File: src/rtl/irq_ctrl_incl.sv
// Shared definitions for the interrupt controller.
//   - Register indices as selected by wb_adr[3:2].
//   - FSM state encodings.
//   - Width of a source ID (ID 0 means "no source").
`ifndef IRQ_CTRL_INCL_SV
`define IRQ_CTRL_INCL_SV

`define IRQC_REG_PENDING 2'd0
`define IRQC_REG_ENABLE  2'd1
`define IRQC_REG_MODE    2'd2
`define IRQC_REG_CLAIM   2'd3

`define IRQC_IDLE        1'b0
`define IRQC_IN_SERVICE  1'b1

`define IRQC_ID_W        5

`endif

File: src/rtl/wb_bus_t.sv
// Wishbone bus bundle used for register access.
//   master : drives cyc/stb/we/sel/adr/dat_ms, receives dat_sm/ack/err
//   slave  : the reverse
interface wb_bus_t;
  logic        wb_cyc;
  logic        wb_stb;
  logic        wb_we;
  logic [3:0]  wb_sel;
  logic [31:0] wb_adr;
  logic [31:0] wb_dat_ms;
  logic [31:0] wb_dat_sm;
  logic        wb_ack;
  logic        wb_err;

  modport master (
    output wb_cyc, wb_stb, wb_we, wb_sel, wb_adr, wb_dat_ms,
    input  wb_dat_sm, wb_ack, wb_err
  );

  modport slave (
    input  wb_cyc, wb_stb, wb_we, wb_sel, wb_adr, wb_dat_ms,
    output wb_dat_sm, wb_ack, wb_err
  );
endinterface

File: src/rtl/irq_prio_enc.sv
// Lowest-index-first priority encoder.
//   req : one bit per source
//   id  : index+1 of the lowest set bit of req, 0 when req is all zero
`include "irq_ctrl_incl.sv"

module irq_prio_enc #(
  parameter int N_SRC = 8
) (
  input  logic [N_SRC-1:0]      req,
  output logic [`IRQC_ID_W-1:0] id
);

  localparam int ID_W = `IRQC_ID_W;

  // Scanning from the top down lets the lowest set bit overwrite last.
  always_comb begin
    id = '0;
    for (int i = N_SRC - 1; i >= 0; i--) begin
      if (req[i]) id = ID_W'(i + 1);
    end
  end

endmodule

File: src/rtl/irq_ctrl.sv
// Interrupt controller.
//   clk       : system clock
//   rstn_i    : asynchronous active-low reset
//   irq_src_i : N_SRC request lines, synchronous to clk
//   irq_o     : registered interrupt to the core
//   irq_id_o  : registered ID of the winning pending+enabled source (0 = none)
//   wb_bus    : Wishbone slave; registers PENDING (W1C), ENABLE, MODE, CLAIM
// Servicing is serialised: a CLAIM read moves to IN_SERVICE, a CLAIM write of
// the claimed ID returns to IDLE. No nesting.
`include "irq_ctrl_incl.sv"

module irq_ctrl #(
  parameter int N_SRC = 8
) (
  input  logic                  clk,
  input  logic                  rstn_i,
  input  logic [N_SRC-1:0]      irq_src_i,
  output logic                  irq_o,
  output logic [`IRQC_ID_W-1:0] irq_id_o,
  wb_bus_t.slave                wb_bus
);

  localparam int ID_W = `IRQC_ID_W;

  typedef enum logic {
    IDLE       = `IRQC_IDLE,
    IN_SERVICE = `IRQC_IN_SERVICE
  } state_t;

  state_t            state, state_nxt;
  logic [ID_W-1:0]   claimed_id, claimed_id_nxt;
  logic [N_SRC-1:0]  src_q, pending, pending_nxt, enable, mode;
  logic [N_SRC-1:0]  set_vec, w1c_vec, claim_clr;
  logic [ID_W-1:0]   sel_id;
  logic              any_active;

  // ---------------- Wishbone decode ----------------
  logic        access, bad_adr, rd, wr;
  logic [1:0]  reg_idx;
  logic [31:0] byte_mask, wdata_m, rdata;

  assign access  = wb_bus.wb_cyc && wb_bus.wb_stb;
  assign bad_adr = wb_bus.wb_adr > 32'hC;
  assign rd      = access && !bad_adr && !wb_bus.wb_we;
  assign wr      = access && !bad_adr &&  wb_bus.wb_we;
  assign reg_idx = wb_bus.wb_adr[3:2];

  assign byte_mask = {{8{wb_bus.wb_sel[3]}}, {8{wb_bus.wb_sel[2]}},
                      {8{wb_bus.wb_sel[1]}}, {8{wb_bus.wb_sel[0]}}};
  assign wdata_m   = wb_bus.wb_dat_ms & byte_mask;

  assign wb_bus.wb_ack    = access;
  assign wb_bus.wb_err    = access && bad_adr;
  assign wb_bus.wb_dat_sm = rd ? rdata : 32'h0;

  logic claim_rd, claim_wr, claim_take;
  assign claim_rd = rd && (reg_idx == `IRQC_REG_CLAIM);
  assign claim_wr = wr && (reg_idx == `IRQC_REG_CLAIM);

  // ---------------- Selection ----------------
  irq_prio_enc #(.N_SRC(N_SRC)) u_prio_enc (
    .req (pending & enable),
    .id  (sel_id)
  );

  assign any_active = |(pending & enable);
  assign claim_take = (state == IDLE) && claim_rd && (sel_id != '0);

  // ---------------- Capture ----------------
  // Edge-mode sources pend on a 0->1 transition; level-mode sources pend on
  // every cycle they are high. Sets are ORed in after clears so a source
  // event always wins over a W1C or claim-clear of the same bit.
  assign set_vec = irq_src_i & (mode & ~src_q | ~mode);
  assign w1c_vec = (wr && reg_idx == `IRQC_REG_PENDING) ? wdata_m[N_SRC-1:0] : '0;

  always_comb begin
    // NOTE: every combinationally assigned signal gets a default first so no
    // path leaves it unassigned, which would otherwise infer a latch.
    claim_clr = '0;
    for (int i = 0; i < N_SRC; i++) begin
      claim_clr[i] = claim_take && (sel_id == ID_W'(i + 1));
    end
  end

  assign pending_nxt = (pending & ~w1c_vec & ~claim_clr) | set_vec;

  always_ff @(posedge clk or negedge rstn_i) begin
    if (!rstn_i) begin
      src_q   <= '0;
      pending <= '0;
      enable  <= '0;
      mode    <= '0;
    end else begin
      // NOTE: state registers use non-blocking assignments so every flop
      // samples pre-edge values regardless of statement order.
      src_q   <= irq_src_i;
      pending <= pending_nxt;
      if (wr && reg_idx == `IRQC_REG_ENABLE)
        enable <= (enable & ~byte_mask[N_SRC-1:0]) | wdata_m[N_SRC-1:0];
      if (wr && reg_idx == `IRQC_REG_MODE)
        mode <= (mode & ~byte_mask[N_SRC-1:0]) | wdata_m[N_SRC-1:0];
    end
  end

  // ---------------- Read mux ----------------
  always_comb begin
    rdata = '0;
    case (reg_idx)
      `IRQC_REG_PENDING: rdata[N_SRC-1:0] = pending;
      `IRQC_REG_ENABLE:  rdata[N_SRC-1:0] = enable;
      `IRQC_REG_MODE:    rdata[N_SRC-1:0] = mode;
      `IRQC_REG_CLAIM:   rdata[ID_W-1:0]  = (state == IDLE) ? sel_id : '0;
      default:           rdata = '0;
    endcase
  end

  // ---------------- Claim/complete FSM ----------------
  always_ff @(posedge clk or negedge rstn_i) begin
    if (!rstn_i) begin
      state      <= IDLE;
      claimed_id <= '0;
    end else begin
      state      <= state_nxt;
      claimed_id <= claimed_id_nxt;
    end
  end

  always_comb begin
    state_nxt      = state;
    claimed_id_nxt = claimed_id;
    case (state)
      IDLE: begin
        if (claim_take) begin
          state_nxt      = IN_SERVICE;
          claimed_id_nxt = sel_id;
        end
      end
      IN_SERVICE: begin
        if (claim_wr && wb_bus.wb_dat_ms[ID_W-1:0] == claimed_id)
          state_nxt = IDLE;
      end
      default: state_nxt = IDLE;
    endcase
  end

  // ---------------- Outputs ----------------
  // The claim read itself already drops the request so the core never sees
  // a stale interrupt in the cycle after claiming.
  always_ff @(posedge clk or negedge rstn_i) begin
    if (!rstn_i) begin
      irq_o    <= 1'b0;
      irq_id_o <= '0;
    end else begin
      irq_o    <= (state == IDLE) && !claim_take && any_active;
      irq_id_o <= ((state == IDLE) && !claim_take) ? sel_id : '0;
    end
  end

endmodule

File: src/flat_wrapper.sv
// flat-port wrapper written by rule: the top's interface ports become plain ports
module irq_ctrl_flat 
#(
  parameter int N_SRC = 8
)
  (clk, rstn_i, irq_src_i, irq_o, irq_id_o, wb_bus_wb_cyc, wb_bus_wb_stb, wb_bus_wb_we, wb_bus_wb_sel, wb_bus_wb_adr, wb_bus_wb_dat_ms, wb_bus_wb_dat_sm, wb_bus_wb_ack, wb_bus_wb_err);
  wb_bus_t wb_bus_i ();
  input  logic clk;
  input  logic rstn_i;
  input  logic [N_SRC-1:0] irq_src_i;
  output logic irq_o;
  output logic [`IRQC_ID_W-1:0] irq_id_o;
  input wire logic [$bits(wb_bus_i.wb_cyc)-1:0] wb_bus_wb_cyc;
  input wire logic [$bits(wb_bus_i.wb_stb)-1:0] wb_bus_wb_stb;
  input wire logic [$bits(wb_bus_i.wb_we)-1:0] wb_bus_wb_we;
  input wire logic [$bits(wb_bus_i.wb_sel)-1:0] wb_bus_wb_sel;
  input wire logic [$bits(wb_bus_i.wb_adr)-1:0] wb_bus_wb_adr;
  input wire logic [$bits(wb_bus_i.wb_dat_ms)-1:0] wb_bus_wb_dat_ms;
  output wire logic [$bits(wb_bus_i.wb_dat_sm)-1:0] wb_bus_wb_dat_sm;
  output wire logic [$bits(wb_bus_i.wb_ack)-1:0] wb_bus_wb_ack;
  output wire logic [$bits(wb_bus_i.wb_err)-1:0] wb_bus_wb_err;
  assign wb_bus_i.wb_cyc = wb_bus_wb_cyc;
  assign wb_bus_i.wb_stb = wb_bus_wb_stb;
  assign wb_bus_i.wb_we = wb_bus_wb_we;
  assign wb_bus_i.wb_sel = wb_bus_wb_sel;
  assign wb_bus_i.wb_adr = wb_bus_wb_adr;
  assign wb_bus_i.wb_dat_ms = wb_bus_wb_dat_ms;
  assign wb_bus_wb_dat_sm = wb_bus_i.wb_dat_sm;
  assign wb_bus_wb_ack = wb_bus_i.wb_ack;
  assign wb_bus_wb_err = wb_bus_i.wb_err;
  irq_ctrl #(.N_SRC(N_SRC)) u_core (.clk(clk), .rstn_i(rstn_i), .irq_src_i(irq_src_i), .irq_o(irq_o), .irq_id_o(irq_id_o), .wb_bus(wb_bus_i));
endmodule
File: config.mk
export PLATFORM = sky130hd
export DESIGN_NAME = irq_ctrl_flat
export DESIGN_NICKNAME = d
export VERILOG_FILES = /design/src/rtl/wb_bus_t.sv /design/src/rtl/irq_prio_enc.sv /design/src/rtl/irq_ctrl.sv /design/src/flat_wrapper.sv
export VERILOG_INCLUDE_DIRS = /design/src /design/src/rtl
export SDC_FILE = /design/constraint.sdc
export NUM_CORES = 1
export LEC_CHECK = 0
export CAP_MARGIN = 20
export CORE_AREA = 4 4 91 84
export DETAILED_ROUTE_END_ITERATION = 7
export DIE_AREA = 0 0 95 88
export PLACE_DENSITY = 0.76
export SLEW_MARGIN = 20
export SYNTH_ARGS = -nofsm -noshare
export SYNTH_HDL_FRONTEND = slang
export SYNTH_SLANG_ARGS = --single-unit
File: constraint.sdc
create_clock -name clk -period 2.2 [get_ports clk]
set_input_delay 0.55 -clock clk [delete_from_list [all_inputs] [get_ports clk]]
set_output_delay 0.55 -clock clk [all_outputs]
set_load 0.02 [all_outputs]
==> results.py <==
metrics = {
    "outcome": {
        "status": "finished with violations",
        "failed_checks": "negative setup slack",
    },
    "grt": {
        "overflow": 0,
        "grt_start_max_net_pins": 43,
        "grt_pass1_wl_mm": 12.0,
        "antenna_found_initial": 0,
        "grt_pass1_vias": 2408,
        "grt_use_total_pct": 18.6,
    },
    "synth": {
        "syn_area_per_cell_um2": 10.2,
        "synth_edf_count": 0,
        "synth_seq_cells": 42,
        "ys.flop_type": "dfrtp_1",
        "async_flop_share_pct": 100,
        "synth_cells": 238,
        "ys_types": 45,
        "yosysSeqAreaShare_pct": 43.3,
        "netlist_area_mm2": 0.00243,
        "yosys_warnings": 0,
    },
    "sta": {
        "setup_viol": 8,
        "fmax_mhz": 406,
        "fin_crit_sh_pct": 112,
        "rsz0062_at_grt": "true",
        "slew_violations": 0,
        "skew_ps": 3.62,
        "tns_ps": -1610,
        "min_period_ps": 2460,
        "whs_ps": 225,
        "hold_violations": 0,
        "setup_slack_ps": -264,
    },
    "cts": {
        "htree_levels": 2,
        "clkSinkCount": 42,
        "cts_tree": "done",
        "clk_pin_slew_worst_paths_ps": 80,
        "cts_root_buf": "clkbuf_8",
        "clk_path_buf_depth": 2,
        "clk-insertion-delay-late_ps": 290,
        "cts_made_buffers": 5,
    },
    "route": {
        "first_pass_iters": 6,
        "drt.antenna.violating_nets": 0,
        "via_per_inst": 5.13,
        "drc": 0,
        "first_iter_violations": 122,
        "wirelength_mm": 7.60,
        "route.vias.total": 2367,
        "wl_per_cell_um": 16.5,
    },
    "floorplanning": {
        "die_y_um": 88,
        "core_mm2": 0.00659,
        "ios": 121,
        "die_area_mm2": 0.00836,
        "initial_core_util_pct": 36.9,
        "fp-row-count": 28,
        "die_w_um": 95,
    },
    "critical_path": {
        "path_class": "reg2out",
        "cp.required_ps": 1650,
        "ff2ff_path_depth": 7,
        "end_kind": "output pin",
        "critPathLaunchType": "flop",
        "critPathArrivalTime_ps": 1910,
        "path_max_fanout": 2,
    },
    "power": {
        "leakage_nw": 1.75,
        "peakVddDrop_mv": 0.321,
        "powerDensity_mw_per_mm2": 424,
    },
    "layout": {
        "syn2layout_area_growth_pct": 59.5,
        "final_nets": 451,
        "drive_gt1_share_pct": 39.1,
        "post-route-util_pct": 58.9,
        "antennaDiodeCount": 0,
        "nFillCells": 534,
    },
    "hold_path": {
        "holdCritPathClass": "in2async",
    },
    "placement": {
        "dp_hpwl_mm": 5.85,
        "routabilityCongestion": 0.892,
        "portBuffers": 68,
    },
    "flow_run": {
        "cap_violations": 0,
    },
}
## cell usage after synthesis (all sizes together), types with 3 or more instances
| master | instances | area share, % |
|---|---|---|
| mux2i | 4 | 1.6 |
| a21oi | 13 | 2.7 |
| buf | 27 | 8.2 |
| nand4 | 5 | 2.2 |
| dfrtp | 42 | 43 |
| a22oi | 3 | 0.93 |
| a32o | 8 | 3.3 |
| nor2 | 14 | 2.2 |
| o21ai | 4 | 0.82 |
| nor4 | 9 | 3.7 |
| a211oi | 6 | 1.9 |
| inv | 6 | 0.93 |
| mux2 | 18 | 8.3 |
| xor2 | 4 | 1.4 |
| nor3b | 3 | 0.93 |
| clkbuf | 4 | 0.62 |
| nand4b | 5 | 1.8 |
| nor3 | 9 | 2.5 |
| nand2 | 26 | 4.0 |
| nor2b | 7 | 1.8 |
## per-layer routing
layer | track usage, % | share of wire [%] | vias up
met4 | 5.50 | 1.9 | 0
met5 | 0 | 0 | -
li1 | - | - | 1090
met1 | 25.4 | 42 | 1144
met3 | 3.01 | 6.7 | 18
met2 | 30.6 | 49 | 115
## worst paths after layout
check / start / slack [ps] / to
max in group asynchronous: rstn_i / 1780 / asynchronous set/reset pin
setup / recovery: u_core.pending[6] / -260 / wb_bus_wb_dat_sm[3]
hold reg to reg: flop / 520 / flop
setup reg to reg: u_core.pending[1] / 190 / u_core.irq_id_o[2]
hold / removal: rstn_i / 230 / u_core.irq_id_o[2]
min in group clk: flop / 520 / flop
## cells by family after synthesis
kind of cell,synth area share [%]
xor+xnor,1.44
compound gates,12.9
simple gates,22.5
flops,43.3
other cells,0.154
mux,9.99
buf+inv,9.78
## power by group
group	internal, mW	switching (mW)	total (mW)
clock	0.340	0.256	0.596
combinational	0.122	0.143	0.265
sequential	0.779	0.00209	0.781
total	1.24	0.401	1.64
## layout make-up
cell class	instances	area, um^2	share of cell area, %
multi-input cells	183	1430	36.8
repair buffers	132	1160	29.8
flip-flops and latches	42	1050	27.1
well taps	90	113	2.91
clock buffers	7	76.3	1.97
clock inverters	1	30.0	0.775
inverters	6	22.5	0.581
## through the flow
step           instance area, um^2  worst slack, ps  power, mW  std cells
2_1_floorplan                 2670             -266      0.919        262
4_1_cts                       3740             -330       1.64        451
6_report                      3880             -264       1.64        461
3_3_place_gp                  3660            -1100       1.06        440
5_1_grt                       3880             -378       1.72        461
3_5_place_dp                  3660            -1140       1.06        440
## layout by cell type (no fill, tap or decap), types with 6 or more instances in the layout
cell type	count
conb_1	25
buf_6	19
dfrtp_1	42
nor4_4	8
mux2_2	8
mux2_1	10
a21oi_1	12
clkdlybuf4s15_1	11
a32o_1	7
inv_1	6
buf_2	12
nand2_1	25
nor2_1	9
buf_4	58
nor2b_1	7
clkdlybuf4s50_1	22
## worst max-delay path, stage by stage, from the launching register on
cell	delay [ps]
dfrtp_1	410
a22oi_2	250
nand2_1	120
nor3_2	250
a21oi_1	160
a211oi_4	280
buf_6	150
## what timing repair did
| item | CTS | global route |
|---|---|---|
| resized for setup | 154 | 39 |
| setup endpoints to repair | 41 | 27 |
| pin swaps | 20 | 16 |
| setup buffers | 3 | 10 |
| gates cloned | 0 | 1 |
| hold buffers | 0 | 0 |
Power figures use the tool's default switching activity.
